### src/rtl/spawn_req_arbiter.sv
// Round-robin arbiter sharing one spawn engine between 8 one-pulse button requesters,
// with per-channel tick-based cooldown. Define ARB_FIXED_PRIORITY_EN for fixed-priority arbitration.
module spawn_req_arbiter #(
  parameter int N        = 8,
  parameter int CD_W     = 4,
  parameter int COOLDOWN = 10
) (
  input  logic       clk,
  input  logic       rst_n,
  input  logic       tick,
  input  logic [7:0] req,
  input  logic       ready,
  output logic       valid,
  output logic [2:0] grant_id,
  output logic [7:0] pending,
  output logic [7:0] cooling,
  output logic       fsm_state
);

  // Handshake: a grant is offered while valid=1 and transfers on any edge
  // where valid=1 and ready=1; valid/grant_id never change before that edge.
  typedef enum logic {IDLE = 1'b0, GRANT = 1'b1} state_t;

  state_t          state_q, state_d;
  logic [2:0]      grant_id_d;
  logic [7:0]      pending_d;
  logic [2:0]      pick;
  logic            hs;
  logic [CD_W-1:0] cnt_q [N];

  assign valid     = (state_q == GRANT);
  assign fsm_state = state_q;
  assign hs        = valid && ready;

`ifdef ARB_FIXED_PRIORITY_EN
  always_comb begin
    pick = '0;
    for (int i = N - 1; i >= 0; i--) begin
      if (pending[i]) pick = 3'(i);
    end
  end
`else
  logic [2:0] last_q;

  // Walk from farthest to nearest so the channel right after last wins.
  always_comb begin
    logic [2:0] idx;
    pick = '0;
    idx  = '0;
    for (int k = N; k >= 1; k--) begin
      idx = last_q + 3'(k);
      if (pending[idx]) pick = idx;
    end
  end

  always_ff @(posedge clk or negedge rst_n) begin
    if (!rst_n)  last_q <= 3'd7;
    else if (hs) last_q <= grant_id;
  end
`endif

  always_comb begin
    state_d    = state_q;
    grant_id_d = grant_id;
    case (state_q)
      IDLE: begin
        if (|pending) begin
          state_d    = GRANT;
          grant_id_d = pick;
        end
      end
      GRANT: begin
        if (ready) state_d = IDLE;
      end
      default: state_d = IDLE;
    endcase
  end

  // Pulses that cannot be latched right now are dropped, never queued.
  always_comb begin
    pending_d = pending;
    for (int i = 0; i < N; i++) begin
      if (hs && grant_id == 3'(i))
        pending_d[i] = 1'b0;
      else if (req[i] && !cooling[i] && !pending[i] && !(valid && grant_id == 3'(i)))
        pending_d[i] = 1'b1;
    end
  end

  always_comb begin
    for (int i = 0; i < N; i++) cooling[i] = (cnt_q[i] != '0);
  end

  always_ff @(posedge clk or negedge rst_n) begin
    if (!rst_n) begin
      state_q  <= IDLE;
      grant_id <= '0;
      pending  <= '0;
    end else begin
      state_q  <= state_d;
      grant_id <= grant_id_d;
      pending  <= pending_d;
    end
  end

  // A handshake load beats a same-cycle tick decrement.
  always_ff @(posedge clk or negedge rst_n) begin
    if (!rst_n) begin
      for (int i = 0; i < N; i++) cnt_q[i] <= '0;
    end else begin
      for (int i = 0; i < N; i++) begin
        if (hs && grant_id == 3'(i))
          cnt_q[i] <= CD_W'(COOLDOWN);
        else if (tick && cnt_q[i] != '0)
          cnt_q[i] <= cnt_q[i] - 1'b1;
      end
    end
  end

endmodule

### config.mk
export PLATFORM = sky130hd
export DESIGN_NAME = spawn_req_arbiter
export DESIGN_NICKNAME = d
export VERILOG_FILES = /design/src/rtl/spawn_req_arbiter.sv
export SDC_FILE = /design/constraint.sdc
export NUM_CORES = 1
export LEC_CHECK = 0
export ABC_AREA = 1
export CAP_MARGIN = 20
export CORE_AREA = 2 2 80 82
export CTS_CLUSTER_DIAMETER = 50
export CTS_CLUSTER_SIZE = 10
export DETAILED_ROUTE_END_ITERATION = 10
export DIE_AREA = 0 0 82 84
export PLACE_DENSITY = 0.73
export SLEW_MARGIN = 20
export SYNTH_ARGS = -nofsm -noshare
export SYNTH_HDL_FRONTEND = slang
export SYNTH_SLANG_ARGS = --single-unit
### constraint.sdc
create_clock -name clk -period 5.6 [get_ports clk]
set_input_delay 1.68 -clock clk [delete_from_list [all_inputs] [get_ports clk]]
set_output_delay 1.68 -clock clk [all_outputs]
set_load 0.05 [all_outputs]
## Word-level counts from Yosys, hierarchy flattened

Cells that the tools add are included.
W data, S select, Z words.

- Output and inout bits: 21
- Input port bits: 12
- Logic and storage cells: 209
- Register bits: 47

- Add/sub/neg operators: 15
- Muxes and demuxes: 59
- Bitwise gates (word level): 1
- Equality and inequality tests: 7
- Reductions and logical operators: 100
- $lt $le $gt $ge: 8

Operators with widths:

| kind | number |
|---|---|
| $mux W4 | 16 |
| $logic_and A1 B1 Y1 | 49 |
| $lt A3 B4 Y1 const B | 8 |
| $reduce_bool A2 Y1 | 16 |
| $reduce_bool A4 Y1 | 8 |
| $sub A4 B1 Y4 const B | 8 |
| $mux W1 | 26 |
| $bmux W1 S3 | 8 |
| $logic_not A1 Y1 | 24 |
| $mux W3 | 8 |
| $add A3 B3 Y3 const B | 4 |
| $eq A3 B3 Y1 const B | 4 |
| $reduce_or A8 Y1 | 1 |
| $add A3 B2 Y3 const B | 2 |
| $eq A3 B2 Y1 const B | 2 |
| $add A3 B1 Y3 const B | 1 |
| $eq A3 B1 Y1 const B | 1 |
| $logic_not A3 Y1 | 1 |
| $pmux W1 S2 | 1 |
| $reduce_and A2 Y1 | 1 |
| $not A1 Y1 | 1 |

## Longest topological paths before layout

Gate-level depths: netlist of the first run.

- Word-level depth: 10
- Mapped depth: 19
- Depth with buffers taken out: 19

## Least setup slack after synthesis of the first run

OpenSTA, ideal clock, no wires.

- Kind: register to output
- Start: register cnt_q[12] in the netlist's numbering
- End: output cooling[4]
- Cell stages (with the launch flop): 4
- Slack: 2.889 ns
- Arrival: 1.031 ns
- Data required time: 3.920 ns
- Path buffers: 0
- Cells stage by stage: dfrtp_1 -> inv_1 -> ha_1 -> nand3_1

- Word-level cells in the longest chain between the ends: 1

RTL lines:

| what | line | source |
|---|---|---|
| start, declared | 29 | `logic [CD_W-1:0] cnt_q [N];` |
| start signal, assigned by index | 113 | `cnt_q[i] <= CD_W'(COOLDOWN);` |
| start signal, assigned by index | 115 | `cnt_q[i] <= cnt_q[i] - 1'b1;` |
| $reduce_bool A4 Y1 | 91 | `for (int i = 0; i < N; i++) cooling[i] = (cnt_q[i] != '0);` |
| end, declared | 16 | `output logic [7:0] cooling,` |

No other way between the ends.

## Worst setup path in the final report of the first run

- Start: register cnt_q[8] in the netlist's numbering
- End: output cooling[5]

The elaborated chain is that of the path after synthesis.

==> summary.txt, run 1 <==
status - finished, final reports clean
CTS Hold Bufs - 0
RSZ-0062 raised after global routing - no
first-pass GRT wire length - 12000 um
Residual DRC - 0
P_leak - 1.81 nW
drt via density - 5.09
R2R depth - 14
hold wc startpoint - cnt_q[3]$_DFFE_PN0P_
Final period util - 0.645
Pwr Total - 2.35 mW
CP Launch Type - register
clock skew - 4.40 ps
IO Count - 33
Max Fanout on Critical Path - 3
DRT iter0 DRCs - 123
Mapped Nets - 453
first-pass iteration count of the detailed router - 4
post-CTS setup buffer count - 0
dpl cells - 528
clk buf depth - 2
peak supply drop - 0.361 mV
Worst Hold Path EP - cnt_q[3]$_DFFE_PN0P_
switching part of the total - 0.524
r2r startpoint - last_q[1]$_DFFE_PN1P_
TritonCTS Sinks - 47
total wire length - 6660 um
Setup Viol. Count Final - 0
overall routing resource usage - 0.222
Pwr per Cell Area - 664 nW/um^2
die width - 82 um
Flop pwr share - 0.296
kind of critical path - register to primary output
worst-margin pin slew - 578 ps
DR WL/cell - 12.4 um
Unique masters post-synth - 27
dominant cells by area after synthesis - dfrtp_1 (36%), nand2_1 (13%), inv_1 (7.9%)
DIE AREA - 6890 um^2
Final TNS setup - 0 ps
Vias - 2727
total core area - 6100 um^2
worst hold path class - register to register
die extent in y - 84 um
clock slew at reported path FFs - 80 ps
Syn. warnings - 0
CP endpoint kind - primary output
largest net degree at the start of global routing - 48
initial antenna violation count - 0
flop2flop setup slack - 3180 ps
ANT nets after route - 0
initial core utilization - 0.506
Synth Register Bits - 47
final hold vios - 0
syn avg cell area - 7.29 um^2
Final Core Density - 0.581
Reg2Reg Capture Point - grant_id[0]$_DFFE_PN0P_
TritonCTS clock tree - done
combinational fraction of design power - 0.621
Clk network pwr share - 0.083
Tmin final - 3610 ps
Nets - 488
Slew Viols, Final - 0
layout cells sized above 1 - 0.0871
Slew headroom - 0.615
cells after synthesis - 423
Min-Delay Path Depth - 1
vias in the first global route - 2756
root buf cell - clkbuf_8
DP HPWL - 5270 um
commonest non-fill, non-tap cells in the layout - nand2_1 (104), inv_1 (65), dfrtp_1 (44), nor2_1 (38), a21oi_1 (35)
CP arrival - 1930 ps
f_max - 0.277 GHz
Clock Latency Late Sink - 290 ps
# diodes - 0
GPL Wtd Cong - 0.947
post-synth top area cell - dfrtp_1
max-cap violations - 0
area grow syn2layout - 15.0%
num rows - 29
port bufs - 32
top cell type's share of synthesized area - 0.357
Pint - 1.12 mW
Post-CTS Resized - 0
number of fillers in the final layout - 593
Syn Std Cell Area - 3080 um^2
Critical Path RT - 3920 ps
sequential share of the synthesized area - 0.383
Num CTS Buffers - 5
gr ovfl total - 0
Psw - 1.23 mW
H-tree lvl count - 2
final cell count without fillers - 536
most common cell after layout, fill and taps aside - nand2_1
==> metal layers <==
layer	up-vias	GRT usage	wire length [um]
met5	-	0	0
met4	0	0.0758	153
met3	13	0.0400	224
met2	48	0.367	3170
met1	1249	0.289	3100
li1	1417	-	-
==> cell usage after synthesis, drive strengths merged <==
master and number:
nor3 5, nand3b 2, xor2 5, nor3b 1, nor2 38, a31oi 2
ha 18, nand3 43, o211ai 2, a21oi 37, dfrtp 44, xnor2 2
or3b 1, buf 4, nand4 5, o21ai 24, dfstp 3, inv 72
or3 2, nand2 113
==> registers in the layout, indices dropped and copies added, names as in the netlist <==
name,flops
pending,8
fsm_state,1
last_q,3
grant_id,3
cnt_q,32
==> kinds of logic after synthesis <==
kind of cell,count (synthesis),share of synthesized area
AOI/OAI and AO/OA,65,0.110
xor gates and xnor gates,7,0.0260
adders and majority gates,18,0.0731
buffers and inverters,76,0.0998
DFF,47,0.383
and+or+nand+nor,210,0.308
==> critical path: stages, from the launching register on <==
cell	delay (ps)
dfrtp_1	380
inv_1	100
ha_1	150
nand2_1	50
nor2_1	190
inv_1	60
clkdlybuf4s50_1	700
==> power by group through the flow <==
stage | combinational (mW) | sequential (mW) | clock, mW
floorplan | 1.05 | 0.764 | 0
global placement | 1.43 | 0.695 | 0
detailed placement | 1.46 | 0.700 | 0
CTS | 1.47 | 0.695 | 0.202
global route | 1.71 | 0.725 | 0.215
finish | 1.46 | 0.697 | 0.195
==> layout make-up <==
type / instances / area (um^2) / share of cell area
Clock inverter: 2 / 12.5 / 0.00353
Clock buffer: 6 / 72.6 / 0.0205
Tap cell: 77 / 96.3 / 0.0272
Multi-Input combinational cell: 300 / 1600 / 0.450
Timing Repair Buffer: 32 / 318 / 0.0897
Inverter: 72 / 270 / 0.0762
Sequential cell: 47 / 1180 / 0.333
==> how the worst max path moves through the flow <==
stage,from,end,depth (start not counted)
finish,cnt_q[8]$_DFFE_PN0P_,cooling[5],6
CTS,cnt_q[8]$_DFFE_PN0P_,cooling[5],6
global route,cnt_q[8]$_DFFE_PN0P_,cooling[5],6
detailed placement,tick,cnt_q[11]$_DFFE_PN0P_,7
global placement,tick,cnt_q[11]$_DFFE_PN0P_,7
floorplan,cnt_q[12]$_DFFE_PN0P_,cooling[4],3
==> metrics by stage <==
step	hold slack (ps)	worst slack [ps]	cell area [um^2]
floorplan	457	2890	3080
global placement	475	2190	3460
detailed placement	489	2120	3460
CTS	499	1950	3540
global route	532	1880	3540
finish	500	1990	3540
No activity file was read; power rests on OpenSTA's default activity.
==> inputs of run 2 (changes only) <==
==> constraint.sdc (replaced) <==
create_clock -name clk -period 3.5 [get_ports clk]
set_input_delay 1.05 -clock clk [delete_from_list [all_inputs] [get_ports clk]]
set_output_delay 1.05 -clock clk [all_outputs]
set_load 0.05 [all_outputs]
==> run 2 against run 1 <==
Against the previous run:
- sequential share of layout area down 0.19 points
- combinational power up 62%
- register-to-register slack worse by 2100 ps
- highest routed layer unchanged
- die area unchanged
- clock power up 85%
- count of clock-buffer cells in the layout up 2
- cell area up 0.56%
- non-clock buffer count up 1
- critical path type unchanged
- critical endpoint is now cooling[7]
- sequential power up 61%
- total power up 63%
==> summary.txt, run 2 (synthesis results as in run 1) <==
status - finished, final reports clean (unchanged)
most frequent CP cell - inv_1 (unchanged)
DP Area - 3460 um^2 (about the same)
IO Count - 33 (unchanged)
R2R depth - 13 (was 14)
r2r startpoint - last_q[0]$_DFFE_PN1P_ (was last_q[1]$_DFFE_PN1P_)
DIE AREA - 6890 um^2 (unchanged)
total core area - 6100 um^2 (unchanged)
die width - 82 um (unchanged)
GPL Wtd Cong - 0.912 (was 0.947)
CTS Hold Bufs - 0 (unchanged)
clock skew - 11.6 ps (was 4.40 ps)
Nets - 489 (was 488)
Max Fanout on Critical Path - 3 (unchanged)
RSZ-0062 raised after global routing - no (unchanged)
post-CTS setup buffer count - 0 (unchanged)
worst-margin pin slew - 515 ps (was 578 ps)
commonest non-fill, non-tap cells in the layout - nand2_1 (104), inv_1 (65), dfrtp_1 (44), nor2_1 (38), a21oi_1 (35) (unchanged)
max reg flops - 32 (unchanged)
worst hold path class - register to register (unchanged)
port bufs - 32 (unchanged)
TritonCTS Sinks - 47 (unchanged)
Final Instance Area - 3560 um^2 (was 3540 um^2)
CP Cell Sequence - inv_1 -> ha_1 -> nand2_1 -> nor2_1 -> inv_1 -> clkdlybuf4s50_1 (unchanged)
CP arrival - 1950 ps (was 1930 ps)
slowest CP cell - clkdlybuf4s50_1 (unchanged)
most common cell after layout, fill and taps aside - nand2_1 (unchanged)
final hold vios - 0 (unchanged)
peak supply drop - 0.608 mV (was 0.361 mV)
overall routing resource usage - 0.226 (was 0.222)
first-pass GRT wire length - 12300 um (was 12000 um)
H-tree lvl count - 2 (unchanged)
# diodes - 0 (unchanged)
total wire length - 6940 um (was 6660 um)
Setup Viol. Count Final - 0 (unchanged)
CP endpoint kind - primary output (unchanged)
TritonCTS clock tree - done (unchanged)
kind of critical path - register to primary output (unchanged)
Tmin final - 3000 ps
Pwr per Cell Area - 1080 nW/um^2 (was 664 nW/um^2)
Post-CTS Resized - 0 (unchanged)
clock slew at reported path FFs - 80 ps (about the same)
Final TNS setup - 0 ps (unchanged)
first-pass iteration count of the detailed router - 4 (unchanged)
initial antenna violation count - 0 (unchanged)
hold wc startpoint - cnt_q[11]$_DFFE_PN0P_ (was cnt_q[3]$_DFFE_PN0P_)
Reg2Reg Capture Point - grant_id[1]$_DFFE_PN0P_ (was grant_id[0]$_DFFE_PN0P_)
Setup Slack @ Placement - 655 ps (was 2120 ps)
largest net degree at the start of global routing - 32 (was 48)
Pwr Total - 3.84 mW (was 2.35 mW)
clk buf depth - 2 (unchanged)
flop2flop setup slack - 1040 ps (was 3180 ps)
DRT iter0 DRCs - 112 (was 123)
Residual DRC - 0 (unchanged)
die extent in y - 84 um (unchanged)
ANT nets after route - 0 (unchanged)
DP HPWL - 5450 um (was 5270 um)
Regs by FF count - cnt_q x32, pending x8 (unchanged)
gr ovfl total - 0 (unchanged)
DR WL/cell - 12.9 um (was 12.4 um)
Slew headroom - 0.656 (was 0.615)
Worst Hold Path EP - cnt_q[11]$_DFFE_PN0P_ (was cnt_q[3]$_DFFE_PN0P_)
Reg with most FFs - cnt_q (unchanged)
P_leak - 1.83 nW (was 1.81 nW)
Slew Viols, Final - 0 (unchanged)
drt via density - 5.21 (was 5.09)
Critical Path Max Stage Delay - 700 ps (about the same)
buffer and inverter count on the worst path - 3 (unchanged)
vias in the first global route - 2720 (was 2756)
Final period util - 0.857
layout cells sized above 1 - 0.0891 (was 0.0871)
CP Launch Type - register (unchanged)
Vias - 2800 (was 2727)
initial core utilization - 0.506 (unchanged)
cell family with most CP delay - buffers and inverters (unchanged)
Critical Path RT - 2450 ps (was 3920 ps)
root buf cell - clkbuf_8 (unchanged)
max-cap violations - 0 (unchanged)
Clock Latency Late Sink - 300 ps (was 290 ps)
num rows - 29 (unchanged)
f_max - 0.333 GHz
area grow syn2layout - 15.6% (was 15.0%)
Min-Delay Path Depth - 1 (unchanged)
Num CTS Buffers - 5 (unchanged)
Hold WS - 494 ps (was 500 ps)
Final WS setup - 501 ps (was 1990 ps)
[run 2: cell count changes in the layout (fill, tap and decap cells not counted)]
cell,before,now
buf_2,0,1
clkinvlp_4,1,0
clkbuf_8,5,7
clkinv_2,1,0
[run 2: how the worst max path moves through the flow]
| stage | slack, ps | startpoint | to | cells after the start |
|---|---|---|---|---|
| floorplan | 1420 | cnt_q[12]$_DFFE_PN0P_ | cooling[4] | 3 |
| global route | 380 | cnt_q[0]$_DFFE_PN0P_ | cooling[7] | 6 |
| CTS | 470 | cnt_q[0]$_DFFE_PN0P_ | cooling[7] | 6 |
| detailed placement | 660 | tick | cnt_q[11]$_DFFE_PN0P_ | 7 |
| finish | 500 | cnt_q[0]$_DFFE_PN0P_ | cooling[7] | 6 |
| global placement | 680 | tick | cnt_q[11]$_DFFE_PN0P_ | 7 |
[run 2: metal layers]
| metal | GRT usage | vias up | routed length (um) | share of wire |
|---|---|---|---|---|
| met4 | 0.0712 | 0 | 125 | 0.018 |
| met2 | 0.374 | 64 | 3420 | 0.49 |
| met5 | 0 | - | 0 | 0 |
| met3 | 0.0346 | 13 | 288 | 0.041 |
| li1 | - | 1422 | - | - |
| met1 | 0.299 | 1301 | 3110 | 0.45 |
[run 2: cell type report]
cell class | instances | area [um^2]
Timing Repair Buffer | 33 | 323
Sequential cell | 47 | 1180
Clock buffer | 8 | 100
Inverter | 72 | 270
Tap cell | 77 | 96.3
Multi-Input combinational cell | 300 | 1600
Fill cell | 552 | 2530
[run 2: power breakdown]
part | switching (mW) | leakage, nW | total (mW) | internal (mW)
Clock | 0.179 | 0.0515 | 0.360 | 0.181
Sequential | 0.297 | 0.550 | 1.12 | 0.824
Combinational | 1.52 | 1.23 | 2.36 | 0.833
[run 2: through the flow]
stage | std cells | util
after floorplan | 423 | -
after global placement | 529 | 0.568
after CTS | 537 | 0.585
after detailed placement | 529 | 0.568
final | 537 | 0.585
after global routing | 537 | 0.585
